### config.mk
export PLATFORM = sky130hd
export DESIGN_NAME = wb_stage
export DESIGN_NICKNAME = d
export VERILOG_FILES = /design/src/rtl/wb_stage.sv
export SDC_FILE = /design/constraint.sdc
export NUM_CORES = 1
export LEC_CHECK = 0
export BUFFER_PORTS_ARGS = -buffer_cell sky130_fd_sc_hd__buf_4
export CORE_AREA = 2 2 114 116
export CTS_BUF_LIST = sky130_fd_sc_hd__clkbuf_8
export CTS_CLUSTER_DIAMETER = 100
export DETAILED_ROUTE_END_ITERATION = 16
export DIE_AREA = 0 0 116 118
export PLACE_DENSITY = 0.66
export SYNTH_ARGS = -nofsm -noshare
export SYNTH_HDL_FRONTEND = slang
export SYNTH_SLANG_ARGS = --single-unit
### constraint.sdc
create_clock -name i_clk -period 2.15 [get_ports i_clk]
set_clock_uncertainty 0.1 [all_clocks]
set_input_delay 0.215 -clock i_clk [delete_from_list [all_inputs] [get_ports i_clk]]
set_output_delay 0.215 -clock i_clk [all_outputs]
set_load 0.05 [all_outputs]
### src/rtl/wb_stage.sv
// Writeback stage: MEM/WB pipeline latch, load extension, retire counter.
// Ports: i_clk/i_reset (sync, active-low), i_stall/i_flush latch control,
//   *_M fields from MEM, regfile write port o_reg_write_MC/o_write_register/
//   o_write_data, o_valid_W and the o_retired instruction count.
module wb_stage #(
  parameter int B = 32,
  parameter int W = 5
) (
  input  logic         i_clk,
  input  logic         i_reset,
  input  logic         i_stall,
  input  logic         i_flush,
  input  logic         i_valid_M,
  input  logic         i_reg_write_M,
  input  logic         i_mem_to_reg_M,
  input  logic [1:0]   i_load_size_M,
  input  logic         i_load_unsigned_M,
  input  logic [1:0]   i_byte_off_M,
  input  logic [B-1:0] i_mem_data_M,
  input  logic [B-1:0] i_alu_result_M,
  input  logic [W-1:0] i_write_reg_M,
  output logic         o_reg_write_MC,
  output logic [W-1:0] o_write_register,
  output logic [B-1:0] o_write_data,
  output logic         o_valid_W,
  output logic [31:0]  o_retired
);

  typedef struct packed {
    logic         valid;
    logic         reg_write;
    logic         mem_to_reg;
    logic [1:0]   load_size;
    logic         load_unsigned;
    logic [1:0]   byte_off;
    logic [B-1:0] mem_data;
    logic [B-1:0] alu_result;
    logic [W-1:0] write_reg;
  } mem_wb_t;

  mem_wb_t     wb;
  mem_wb_t     wb_next;
  logic [31:0] retired;
  logic [31:0] retired_next;

  always_comb begin
    wb_next      = wb;
    retired_next = retired;
    if (!i_reset) begin
      wb_next      = '0;
      retired_next = '0;
    end else if (i_flush) begin
      // Bubble: only the fields that can cause a write are cleared.
      wb_next.valid     = 1'b0;
      wb_next.reg_write = 1'b0;
    end else if (!i_stall) begin
      wb_next.valid         = i_valid_M;
      wb_next.reg_write     = i_reg_write_M;
      wb_next.mem_to_reg    = i_mem_to_reg_M;
      wb_next.load_size     = i_load_size_M;
      wb_next.load_unsigned = i_load_unsigned_M;
      wb_next.byte_off      = i_byte_off_M;
      wb_next.mem_data      = i_mem_data_M;
      wb_next.alu_result    = i_alu_result_M;
      wb_next.write_reg     = i_write_reg_M;
      if (i_valid_M) begin
        retired_next = retired + 32'd1;
      end
    end
  end

  always_ff @(posedge i_clk) begin
    wb      <= wb_next;
    retired <= retired_next;
  end

  logic [7:0]   byte_sel;
  logic [15:0]  half_sel;
  logic [B-1:0] load_val;

  always_comb begin
    byte_sel = wb.mem_data[7:0];
    unique case (wb.byte_off)
      2'd0: byte_sel = wb.mem_data[7:0];
      2'd1: byte_sel = wb.mem_data[15:8];
      2'd2: byte_sel = wb.mem_data[23:16];
      2'd3: byte_sel = wb.mem_data[31:24];
      default: byte_sel = wb.mem_data[7:0];
    endcase
  end

  // Halfword loads are aligned; off[0] plays no part.
  assign half_sel = wb.byte_off[1] ? wb.mem_data[31:16]
                                   : wb.mem_data[15:0];

  always_comb begin
    load_val = wb.mem_data;
    unique case (1'b1)
      (wb.load_size == 2'b00): begin
        if (wb.load_unsigned)
          load_val = {{(B-8){1'b0}}, byte_sel};
        else
          load_val = {{(B-8){byte_sel[7]}}, byte_sel};
      end
      (wb.load_size == 2'b01): begin
        if (wb.load_unsigned)
          load_val = {{(B-16){1'b0}}, half_sel};
        else
          load_val = {{(B-16){half_sel[15]}}, half_sel};
      end
      wb.load_size[1]: load_val = wb.mem_data;
      default: load_val = wb.mem_data;
    endcase
  end

  assign o_write_data     = wb.mem_to_reg ? load_val : wb.alu_result;
  assign o_write_register = wb.write_reg;
  assign o_valid_W        = wb.valid;
  assign o_reg_write_MC   = wb.valid & wb.reg_write & (|wb.write_reg);
  assign o_retired        = retired;

endmodule

==> impl_metrics.yaml <==
floorplan:
  chipWidth_um: 116
  die-area_um2: 13690
  die_h_um: 118
  start_util: 0.3921
  io_pins: 152
  core_area_um2: 12410
  rows: 41
sta:
  setup_viol: 31
  slew_headroom: 0.2311
  slew_violations: 0
  worstMarginPinSlew_ns: 1.153
  min_period_ns: 2.406
  finalCritPeriodShare: 1.119
  fmax_ghz: 0.4155
  fin_ws_ns: -0.2565
  rsz0062_at_grt: "true"
  hold_viol: 0
setup_path:
  cp.required_ns: 1.84
  crit_path_max_fanout: 13
  worst_setup_path_end_kind: "output port"
  arrival_ns: 2.09
  worstSetupPathType: "flop to output port"
  start_kind: "flop"
cts:
  tritoncts_num_sinks: 109
  cts_buffer_depth: 2
  clk_latency_ns: 0.37
  clockRootBuffer: "clkbuf_8"
  cts_buffers: 9
  cts_tree: "yes"
  htree_levels: 3
  clk_pin_slew_ns: 0.09
power_and_ir_drop:
  ir_worst_vdd_uv: 604.2
  leakage_uw: 0.003074
  p_total_uw: 4252
  power_density_nw_per_um2: 548.8
synthesis:
  ys.flop_type: "dfxtp_1"
  async_reset_ff_frac: 0
  synth_warnings: 0
  yosysTopAreaCellShare: 0.4483
  synth.area.top_cells: "dfxtp_1 (45%), nand2_1 (13%), a21oi_1 (11%), clkbuf_1 (2.7%), a221o_1 (2.5%)"
  synth_seq_cells: 109
  synthesis.instances: 616
  synth_most_common_cell: "nand2_1"
  synth_common_cells: "nand2_1 (164), dfxtp_1 (109), a21oi_1 (103), clkbuf_1 (35), nor2_1 (26)"
  syn-num-nets: 698
  synth_seq_area_share: 0.4483
  yosysTopAreaCell: "dfxtp_1"
  synth_area_um2: 4867
  synth_edf_count: 0
  ys_types: 46
  avgSynthCellArea_um2: 7.901
global_routing:
  grt_usage: 0.2324
  antenna_found_initial: 0
  grt_overflow: 0
  grt_pass1_vias: 5269
  grt_max_degree: 108
  grt_pass1_wl_mm: 25.54
layout:
  seq_area_um2: 2235
  syn_to_final_growth_pct: 59.20
  multi_input_area_um2: 2604
  fin_nets: 933
  diodes: 0
  drive_above_1_share: 0.3267
  fill_cells: 1050
placed_design:
  pre_cts_ws_ns: -0.3431
  gp_congestion: 0.8529
  io_buffers: 151
  dpl.hpwl_mm: 10.34
drt:
  via_per_inst: 5.258
  wl_per_cell_um: 15.75
  dr.pass1.iters: 4
  drt_iter0_drc: 507
  vias: 5395
  ant_nets: 0
  wl_mm: 16.16
  drc: 0
flow_run:
  maxCapViolCount: 0
hold_path:
  hp-class: "primary input to flop"
outcome:
  violations: "negative setup slack"
  status: "complete, but fails checks"
-- logic make-up (layout without fill, tap and decap cells) --
family,count (synthesis),count (layout),synth area share
multiplexers,10,10,0.02494
adder cells (fa/ha/maj),1,1,0.002570
AO/OA/AOI/OAI,170,170,0.2170
flip-flops,109,109,0.4483
AND/OR/NAND/NOR,254,254,0.2332
XOR/XNOR,11,11,0.01980
buffers and inverters,61,299,0.05424
-- metrics by stage --
| stage | TNS, ns | hold WS [ns] | area, um2 | instances | utilization |
|---|---|---|---|---|---|
| 5_1_grt | -7.669 | 0.01490 | 7749 | 1026 | 0.6242 |
| 4_1_cts | -5.854 | 0.01018 | 7657 | 1024 | 0.6168 |
| 3_3_place_gp | -4.512 | 0.3426 | 6452 | 928 | 0.5198 |
| 2_1_floorplan | -0.03267 | 0.2510 | 4992 | 616 | - |
| 6_report | -5.047 | 0.02874 | 7749 | 1026 | 0.6242 |
| 3_5_place_dp | -5.189 | 0.3462 | 6452 | 928 | 0.5198 |
-- worst max-delay path, stage by stage (launching register included) --
cell and delay (ns):
dfxtp_2 0.35, mux4_2 0.52, nand3_2 0.12, a211oi_4 0.08, buf_12 0.16, a211o_2 0.32, buf_6 0.16
-- state kept, by name, indices dropped and copies added, names as in the netlist --
signal and count:
o_retired 32, o_write_register 5, wb 71, o_valid_W 1
-- layout make-up --
cell class              instances  share of cell area
clock buffers                  10             0.01776
well taps                     172             0.02777
flip-flops and latches        109              0.2884
inverters                      11            0.005490
multi-input cells             446              0.3360
clock inverters                 4            0.006136
repair buffers                274              0.3184
-- layer usage --
metal / vias to the layer above / GRT usage / share of wire
met5: - / 0 / 0
met4: 0 / 0.07664 / 0.023
met3: 21 / 0.06076 / 0.062
met2: 202 / 0.3922 / 0.50
met1: 2546 / 0.2856 / 0.41
li1: 2626 / - / -
-- power breakdown --
part	internal (uW)	switching (uW)
clock	558	676
sequential	2080	56.7
combinational	424	460
-- layout by cell type, fill, tap and decap left out, drive strengths merged, types with 8 or more instances in the layout --
cell type / count
inv: 12
o31ai: 10
dfxtp: 109
or3: 12
nand3: 9
or4: 13
o21ai: 14
clkbuf: 10
xnor2: 9
nand2: 164
nand4: 8
nor2: 26
dlygate4sd3: 77
a21oi: 103
buf: 197
a221o: 12
o22a: 8
-- repair_timing --
item	in CTS	in global routing
endpoints found under the hold margin	76	0
gates cloned	1	0
setup buffers	5	3
resized for setup	48	20
endpoints found under the setup margin	34	42
hold buffers	77	0
pin swaps	15	17
-- final timing paths --
path                              start                         end  slack, ns  cells past startpoint
min                           i_valid_M      o_valid_W$_SDFFE_PP0N_       0.03                      3
max reg2reg  o_retired[10]$_SDFFE_PN0P_  o_retired[20]$_SDFFE_PN0P_       0.06                      5
max                 wb[69]$_SDFFE_PN0P_            o_write_data[18]      -0.26                      6
min reg2reg         wb[32]$_SDFFE_PN0P_         wb[32]$_SDFFE_PN0P_       0.36                      2
No activity file was read; power rests on OpenSTA's default activity.
